File: src/rtl/lsu_mem_ctrl.sv
// Load/store unit for the MEM stage: decodes the memory-control codes,
// aligns store data and byte strobes to the 64-bit bus, and extends load data.
// Misaligned or illegal requests fault locally, without any bus traffic.

// Byte-lane steering for one lane of the 64-bit bus.
module lsu_byte_lane #(
   parameter int LANE = 0
) (
   input  logic [2:0]  off,
   input  logic [7:0]  mask,
   input  logic [63:0] wdata,
   output logic        strb,
   output logic [7:0]  wbyte
);
   localparam logic [2:0] LIDX = 3'(LANE);

   logic [2:0] src;
   logic       hit;

   // Source byte is lane - offset; lanes below the offset receive nothing.
   assign src   = LIDX - off;
   assign hit   = (LIDX >= off);
   assign strb  = hit & mask[src];
   assign wbyte = hit ? wdata[{src, 3'b000} +: 8] : 8'h00;
endmodule

module lsu_mem_ctrl #(
   parameter int ADDR_W         = 64,
   parameter int TIMEOUT_CYCLES = 255
) (
   input  logic              clk,
   input  logic              rst_n,
   input  logic              req_valid,
   output logic              req_ready,
   input  logic [2:0]        req_rd_ctrl,
   input  logic [2:0]        req_wr_ctrl,
   input  logic [ADDR_W-1:0] req_addr,
   input  logic [63:0]       req_wdata,
   output logic              resp_valid,
   output logic [63:0]       resp_rdata,
   output logic              resp_err,
   output logic              bus_req_valid,
   input  logic              bus_req_ready,
   output logic              bus_we,
   output logic [ADDR_W-1:0] bus_addr,
   output logic [7:0]        bus_wstrb,
   output logic [63:0]       bus_wdata,
   input  logic              bus_rsp_valid,
   input  logic [63:0]       bus_rsp_rdata,
   input  logic              bus_rsp_err
);
   localparam logic [1:0] S_IDLE = 2'd0;
   localparam logic [1:0] S_REQ  = 2'd1;
   localparam logic [1:0] S_WAIT = 2'd2;
   localparam logic [1:0] S_RESP = 2'd3;

   localparam bit TO_EN = (TIMEOUT_CYCLES != 0);
   localparam int CNT_W = TO_EN ? $clog2(TIMEOUT_CYCLES + 1) : 1;
   localparam int TO_M1 = TO_EN ? TIMEOUT_CYCLES - 1 : 0;
   localparam logic [CNT_W-1:0] TO_LAST = CNT_W'(TO_M1);

   logic [1:0]       state;
   logic [CNT_W-1:0] cnt;
   logic [2:0]       rd_q;
   logic [2:0]       off_q;

   logic [2:0]       off;
   logic             rd_any;
   logic             wr_any;
   logic [7:0]       size_mask;
   logic             misal;
   logic             illegal;
   logic             fault;
   logic [7:0]       strb_c;
   logic [7:0][7:0]  wdata_lanes;
   logic [63:0]      rsp_sh;
   logic [63:0]      load_c;

   assign req_ready = (state == S_IDLE);
   assign off       = req_addr[2:0];
   assign rd_any    = |req_rd_ctrl;
   assign wr_any    = |req_wr_ctrl;

   // Decode access size, alignment and legality of the incoming request.
   always_comb begin
      size_mask = 8'h00;
      if (wr_any) begin
         case (req_wr_ctrl)
            3'b001:  size_mask = 8'h01;
            3'b010:  size_mask = 8'h03;
            3'b011:  size_mask = 8'h0F;
            3'b100:  size_mask = 8'hFF;
            default: size_mask = 8'h00;
         endcase
      end else begin
         case (req_rd_ctrl)
            3'b001, 3'b010: size_mask = 8'h01;
            3'b011, 3'b100: size_mask = 8'h03;
            3'b101:         size_mask = 8'h0F;
            3'b110:         size_mask = 8'hFF;
            default:        size_mask = 8'h00;
         endcase
      end
      case (size_mask)
         8'h03:   misal = off[0];
         8'h0F:   misal = |off[1:0];
         8'hFF:   misal = |off;
         default: misal = 1'b0;
      endcase
      illegal = (req_rd_ctrl == 3'b111) || (req_wr_ctrl >= 3'b101);
      fault   = illegal || (rd_any && wr_any) || misal;
   end

   // One steering instance per bus byte lane.
   for (genvar g = 0; g < 8; g++) begin : g_lane
      lsu_byte_lane #(.LANE(g)) u_lane (
         .off   (off),
         .mask  (size_mask),
         .wdata (req_wdata),
         .strb  (strb_c[g]),
         .wbyte (wdata_lanes[g])
      );
   end

   // Pull the addressed field down to bit 0 and extend by load type.
   always_comb begin
      rsp_sh = bus_rsp_rdata >> {off_q, 3'b000};
      case (rd_q)
         3'b001:  load_c = {{56{rsp_sh[7]}},  rsp_sh[7:0]};
         3'b010:  load_c = {56'h0,            rsp_sh[7:0]};
         3'b011:  load_c = {{48{rsp_sh[15]}}, rsp_sh[15:0]};
         3'b100:  load_c = {48'h0,            rsp_sh[15:0]};
         3'b101:  load_c = {{32{rsp_sh[31]}}, rsp_sh[31:0]};
         3'b110:  load_c = bus_rsp_rdata;
         default: load_c = 64'h0;
      endcase
   end

   // Transaction FSM; all outputs are registered.
   always_ff @(posedge clk) begin
      if (!rst_n) begin
         state         <= S_IDLE;
         cnt           <= '0;
         rd_q          <= 3'b000;
         off_q         <= 3'b000;
         resp_valid    <= 1'b0;
         resp_rdata    <= 64'h0;
         resp_err      <= 1'b0;
         bus_req_valid <= 1'b0;
         bus_we        <= 1'b0;
         bus_addr      <= '0;
         bus_wstrb     <= 8'h00;
         bus_wdata     <= 64'h0;
      end else begin
         case (state)
            S_IDLE: begin
               if (req_valid) begin
                  rd_q  <= req_rd_ctrl;
                  off_q <= off;
                  if (fault || !(rd_any || wr_any)) begin
                     state      <= S_RESP;
                     resp_valid <= 1'b1;
                     resp_err   <= fault;
                     resp_rdata <= 64'h0;
                  end else begin
                     state         <= S_REQ;
                     bus_req_valid <= 1'b1;
                     bus_we        <= wr_any;
                     bus_addr      <= {req_addr[ADDR_W-1:3], 3'b000};
                     bus_wstrb     <= strb_c;
                     bus_wdata     <= wdata_lanes;
                  end
               end
            end
            S_REQ: begin
               if (bus_req_ready) begin
                  bus_req_valid <= 1'b0;
                  cnt           <= '0;
                  state         <= S_WAIT;
               end
            end
            S_WAIT: begin
               cnt <= cnt + 1'b1;
               if (bus_rsp_valid) begin
                  state      <= S_RESP;
                  resp_valid <= 1'b1;
                  resp_err   <= bus_rsp_err;
                  resp_rdata <= (bus_rsp_err || bus_we) ? 64'h0 : load_c;
               end else if (TO_EN && (cnt == TO_LAST)) begin
                  state      <= S_RESP;
                  resp_valid <= 1'b1;
                  resp_err   <= 1'b1;
                  resp_rdata <= 64'h0;
               end
            end
            default: begin
               resp_valid <= 1'b0;
               state      <= S_IDLE;
            end
         endcase
      end
   end
endmodule

File: config.mk
export PLATFORM = sky130hd
export DESIGN_NAME = lsu_mem_ctrl
export DESIGN_NICKNAME = d
export VERILOG_FILES = /design/src/rtl/lsu_mem_ctrl.sv
export SDC_FILE = /design/constraint.sdc
export NUM_CORES = 1
export LEC_CHECK = 0
export BUFFER_PORTS_ARGS = -buffer_cell sky130_fd_sc_hd__clkbuf_2
export CAP_MARGIN = 40
export CORE_AREA = 2 2 158 160
export CTS_BUF_LIST = sky130_fd_sc_hd__clkbuf_4
export CTS_CLUSTER_SIZE = 10
export DETAILED_ROUTE_END_ITERATION = 10
export DIE_AREA = 0 0 160 162
export HOLD_SLACK_MARGIN = 0.1
export PLACE_DENSITY = 0.82
export SLEW_MARGIN = 20
export SYNTH_ARGS = -nofsm -noshare
export SYNTH_HDL_FRONTEND = slang
export SYNTH_SLANG_ARGS = --single-unit
File: constraint.sdc
create_clock -name clk -period 7 [get_ports clk]
set_input_delay 1.4 -clock clk [delete_from_list [all_inputs] [get_ports clk]]
set_output_delay 1.4 -clock clk [all_outputs]
set_load 0.05 [all_outputs]
; After elaboration in Yosys (flattened, before gate mapping)
; Index checks and enable logic that the tools add are counted.
[classes]
addsub = 9
multipliers = 0
div = 0
order_cmp = 17
n_eq_ne = 28
shifts = 9
n_mux = 56
bitwise = 10
n_reduce_logical = 25
[ops]
columns = operator, n
row1 = $shiftx A64 B7 Y8, 8
row2 = $pmux W64 S6, 1
row3 = $mux W64, 5
row4 = $pmux W64 S2, 1
row5 = $mux W8, 10
row6 = $pmux W8 S4, 2
row7 = $shr A64 B6 Y32, 1
row8 = $lt A3 B4 Y1 const B, 8
row9 = $bmux W1 S3, 8
row10 = $eq A3 B3 Y1 const B, 8
row11 = $eq A3 B2 Y1 const B, 6
row12 = $mux W1, 18
row13 = $eq A8 B8 Y1 const B, 2
row14 = $pmux W8 S2, 1
row15 = $ge A3 B3 Y1 const A, 4
row16 = $reduce_and A4 Y1, 3
row17 = $sub A3 B3 Y3 const A, 4
row18 = $mux W2, 5
row19 = $eq A3 B1 Y1 const B, 3
row20 = $reduce_or A3 Y1, 3
row21 = $add A8 B1 Y8 const B, 1
row22 = $and A1 B1 Y1, 8
row23 = $eq A8 B2 Y1 const B, 1
row24 = $eq A8 B4 Y1 const B, 1
row25 = 22 further kinds, 42
[word_totals]
ff_bits = 217
latchBits = 0
ramBits = 0
rom_bits = 0
in_bits = 204
output_inout_bits = 205
n_memories = 0

; Longest topological paths before layout
[logic_depth]
depth_word = 11
mapped_depth = 14
mapped_depth_nobuf = 9

; Cells and area by module
; From an unflattened synthesis, not the netlist that was laid out.
[hier_totals]
hier_cells = 1792
area_unflattened_um2 = 16280.6
[by_module_without_submodules]
columns = module, n_inst, cells_per_inst, area_per_inst_um2, seq_area_each_um2
row1 = lsu_mem_ctrl, 1, 1363, 11328.4, 4344.2
row2 = lsu_byte_lane at g_lane[6].u_lane, 1, 59, 710.7, 0.0
row3 = lsu_byte_lane at g_lane[2].u_lane, 1, 78, 705.7, 0.0
row4 = lsu_byte_lane at g_lane[0].u_lane, 1, 57, 700.7, 0.0
row5 = lsu_byte_lane at g_lane[4].u_lane, 1, 80, 693.2, 0.0
row6 = lsu_byte_lane at g_lane[1].u_lane, 1, 53, 625.6, 0.0
row7 = lsu_byte_lane at g_lane[7].u_lane, 1, 32, 618.1, 0.0
row8 = lsu_byte_lane at g_lane[5].u_lane, 1, 37, 610.6, 0.0
row9 = lsu_byte_lane at g_lane[3].u_lane, 1, 33, 287.8, 0.0

; Worst setup path after synthesis
; OpenSTA, ideal clock, no wires.
[synth_path]
path_type = in2reg
from = in req_addr[1]
to = reg bus_wstrb[0]
setup_ps = 96
arrival_ps = 4199
slack_ps = 2705
cell_stages = 14
cell_sequence = buf_2 -> buf_1 -> inv_1 -> ha_1 -> ha_1 -> nor3b_1 -> a22oi_1 -> o31a_1 -> a221o_1 -> buf_2 -> buf_2 -> buf_2 -> nand3_1 -> o41ai_2
[synth_via]
elab_chain_cells = 6
[synth_rtl]
columns = item, line
row1 = start: declaration, 37  ; input logic [ADDR_W-1:0] req_addr,
row2 = branches (longest 6 deep; another with $sub A1 B3 Y3), n/a
row3 = end signal: assignment, 170  ; bus_wstrb <= strb_c;
row4 = end: declaration, 46  ; output logic [7:0] bus_wstrb,
; Several ways; the timed one is not identified. The select of a mux whose other input is x is not followed.
; A chain may end at the register's enable or synchronous reset.

; Final worst setup path
[layout_path]
from = in req_addr[1]
to = reg resp_rdata[39]
[layout_via]
elab_chain_cells = 6
[layout_rtl]
columns = item, line
row1 = $reduce_or A3 Y1 / $reduce_or A2 Y1 (equally long branches), "107, 106"
row2 = $pmux W1 S3 *, 104  ; case (size_mask)
row3 = $logic_or A1 B1 Y1 *, 111  ; fault = illegal || (rd_any && wr_any) || misal;
row4 = $logic_or A1 B1 Y1 *, 160  ; if (fault || !(rd_any || wr_any)) begin
row5 = $ne A2 B1 Y1 (no source line) *, n/a
row6 = $reduce_and A4 Y1 (no source line) *, n/a
row7 = end signal: assignment, 188  ; resp_rdata <= (bus_rsp_err || bus_we) ? 64'h0 : load_c;
row8 = end: declaration, 40  ; output logic [63:0] resp_rdata,
; Every way passes the cells marked *; elsewhere a longest branch is shown, timed or not.

==> parameters.txt <==
Parameter                              Value

Timing
  Actual transition at the worst max-transition pin ... 0.827 ns
  Max Clk Rate ... 0.226 GHz
  Final count of hold timing violations ... 0
  Final number of max-transition violations ... 0
  Final critical delay including setup and external delays ... 4.42 ns
  Final setup violation count ... 0
  Tightest slew margin relative to the limit ... 0.448
  Unrepaired setup endpoints after global routing ... false
  Worst setup margin ... 2.58 ns
  Sum of negative setup slack ... 0 ns
  Share of the clock period used by the worst path after layout ... 0.632
  Worst clock skew on the final layout ... 0.0435 ns
  Final hold slack ... between 0.4 and 0.5 ns

Routing
  Final Routed Wirelength ... approximately 42 mm
  Final ANT Viol Nets ... 0
  Average detailed-routed wire length per instance ... 20.1 um
  Drt via density ... 6.13
  Residual DRC count ... 0
  Violation count after the first detailed-route iteration ... 1519
  Via total after detailed routing ... 13000
  Pre-Repair DR Iteration Count ... 6

Global routing
  First-pass GRT wire length ... 65.2 mm
  Total global routing overflow ... 0
  Tot GR Track Use ... 0.311
  Largest net degree at the start of global routing ... around 140
  Antenna violations before repair ... 4
  Number of global-route vias before repair ... 12300

Setup path
  Worst Reg2Reg Path Length in Cells ... 8
  Worst setup path end ... resp_rdata[39]
  Worst setup path startpoint ... req_addr[1]
  Kind of end point of the critical path ... flip-flop
  Reg2Reg Launch Point ... off_q[0]
  CP required ... about 7.6 ns
  Crit Reg-Reg Endpoint ... resp_rdata[15]
  FF-to-FF setup slack ... approximately 3.8 ns
  Arrival time worst endpoint ... 5.00 ns
  Critical-path maximum fanout ... 40
  CP startpoint kind ... input pin
  Category of the most critical setup path ... in -> reg

CTS
  Clock Tree Root ... clkbuf_4
  Clock transition at the register clock pins on the worst setup and hold paths after CTS ... around 0.060 ns
  CTS tree ... built
  Clock net sink count ... around 220
  H-tree Lvls ... 2
  Number of buffers between clock root and the deepest sink ... 3
  # resized after CTS ... 0
  Post-cts hold buffer count ... 0
  Latest clock arrival within the worst-skew pair ... between 0.6 and 0.7 ns
  Clock buffers created by TritonCTS ... 57
  Setup Buffers After CTS ... 0

Placed design
  Port buffer count ... 405
  HPWL after detailed placement ... around 31 mm
  Pre-CTS setup slack ... 2.05 ns
  Placer congestion estimate ... 0.938
  Placed cells ... 2012

Yosys
  Largest cells by area after synthesis ... dfxtp_1, mux4_2, mux2i_1
  Top-area cell type share of the netlist area ... 0.346
  Post-synth top flop ... dfxtp_1
  Mean post-synth cell area ... 9.01 sq um
  Flop and latch count out of synthesis ... 217
  Synth async-reset ratio ... 0
  Number of warnings issued by yosys ... 0
  Area of the mapped netlist ... 12600 sq um
  Sequential-to-total area share from yosys stat ... 0.346
  EDFF count, synth ... 0
  Number of different library cells in the post-synthesis netlist ... 69
  Synthesized netlist cell count ... 1393
  Largest area contributor in the netlist ... dfxtp_1

Cells and area
  Area grow syn2layout ... 22.9%
  Fraction of final layout cells with drive strength greater than 1 ... 0.348
  Final Non-Filler Cells ... 2112
  Layout Utilization ... 0.640
  Final net count ... 1969

Floorplan
  Height of the chip ... 162 um
  Area of the die ... 25900 sq um
  Boundary Pins ... 409
  Initial standard-cell utilization of the core ... 0.521
  Number of placement rows ... 57
  Width of the die ... 160 um
  Core area ... 24100 sq um

Pwr
  Power per Cell Area ... between 200 and 250 nW/um^2
  Maximum vdd ir drop ... 0.000174 V
  Leakage Power ... approximately 6.7 nW

Status
  Result of the run ... finished clean

Hold path
  Worst hold path class ... reg -> reg
  Hold Crit Start ... bus_addr[46]

Job
  Count of max-cap constraint violations ... 0
==> cells in the final DEF (no fill, tap or decap), types with 5 or more instances in the layout <==
| cell type | count |
|---|---|
| a211oi_1 | 11 |
| a21oi_1 | 120 |
| a22o_1 | 57 |
| nor2b_1 | 15 |
| clkinv_1 | 13 |
| dfxtp_1 | 215 |
| o21ai_0 | 23 |
| o221ai_1 | 8 |
| ha_1 | 17 |
| a22oi_1 | 19 |
| buf_12 | 5 |
| a31o_2 | 8 |
| buf_4 | 18 |
| clkbuf_2 | 404 |
| and3_1 | 5 |
| o31ai_1 | 43 |
| mux2_2 | 17 |
| o41ai_1 | 9 |
| nand2_1 | 259 |
| nor2_1 | 35 |
| nand3_1 | 83 |
| a221o_1 | 5 |
| a2bb2oi_1 | 7 |
| clkbuf_4 | 80 |
| inv_1 | 15 |
| mux4_2 | 64 |
| o211ai_1 | 29 |
| a32oi_1 | 7 |
| mux2i_1 | 110 |
==> layout make-up <==
type | instances | area (sq um)
Inverter | 18 | 67.6
Fill cell | 2036 | 8670
Antenna cell | 3 | 7.51
Multi-Input combinational cell | 1024 | 7620
Tap cell | 324 | 405
Sequential cell | 217 | 4350
Clock buffer | 80 | 601
Timing Repair Buffer | 430 | 2320
Clock inverter | 16 | 65.1
==> worst max-delay path, cell delays in order <==
cell and delay (ns):
clkbuf_2 0.09, buf_4 0.30, inv_1 0.26, ha_1 0.29, ha_1 0.23, nor3b_1 0.30, a22oi_1 0.15, o31a_1 0.35
a22o_1 0.30, a31oi_4 0.67, buf_4 0.44, a22o_1 0.19
==> sequential cells by signal, indices dropped and copies added, names as in the netlist, 2 cells and up <==
| signal | flops |
|---|---|
| resp_rdata | 64 |
| bus_wstrb | 8 |
| rd_q | 3 |
| cnt | 8 |
| bus_addr | 61 |
| state | 2 |
| off_q | 3 |
| bus_wdata | 64 |
==> routing by layer <==
metal	routed length, um	GRT usage
met4	1960	0.143
met1	16200	0.391
met2	19500	0.503
met5	12	0
met3	4720	0.0853
==> Yosys cell counts (6+ instances only) <==
master	count
nand2_1	259
dfxtp_1	217
a21oi_1	120
mux2i_1	110
nand3_1	83
clkbuf_1	67
mux4_2	64
a22o_1	57
o31ai_1	45
buf_2	40
nor2_1	36
o211ai_1	29
o21ai_0	23
buf_1	22
a22oi_1	19
ha_1	17
mux2_2	17
inv_1	16
nor2b_1	15
a211oi_1	11
o41ai_1	9
a31o_2	8
o221ai_1	8
a2bb2oi_1	7
a32oi_1	7
a221o_1	6
==> cell families after synthesis <==
| group | synth area share |
|---|---|
| DFF | 0.346 |
| buffers and inverters | 0.0527 |
| muxes | 0.219 |
| and+or+nand+nor | 0.149 |
| other | 0.000299 |
| AOI/OAI and AO/OA | 0.211 |
| adders and majority gates | 0.0169 |
| xor gates and xnor gates | 0.00558 |
==> worst min path at each step <==
stage	to	slack, ns	depth (start not counted)
finish	bus_addr[46]	0.45	2
global route	bus_addr[57]	0.47	2
CTS	bus_addr[46]	0.46	2
detailed placement	bus_addr[46]	0.45	2
global placement	bus_addr[22]	0.44	2
floorplan	cnt[0]	0.46	2
==> through the flow <==
| step | area, sq um | total power, mW |
|---|---|---|
| after floorplan | 12600 | 2.06 |
| after global placement | 14600 | 2.31 |
| after detailed placement | 14700 | 2.35 |
| after CTS | 15400 | 3.38 |
| after global routing | 15400 | 3.55 |
| final | 15400 | 3.39 |
==> power by group <==
group	leakage (nW)	switching [mW]	internal [mW]	total [mW]
clock network	0.405	0.524	0.522	1.05
registers	1.75	0.0409	1.28	1.32
logic	4.51	0.656	0.373	1.03
(Power assumes the default switching activity.)
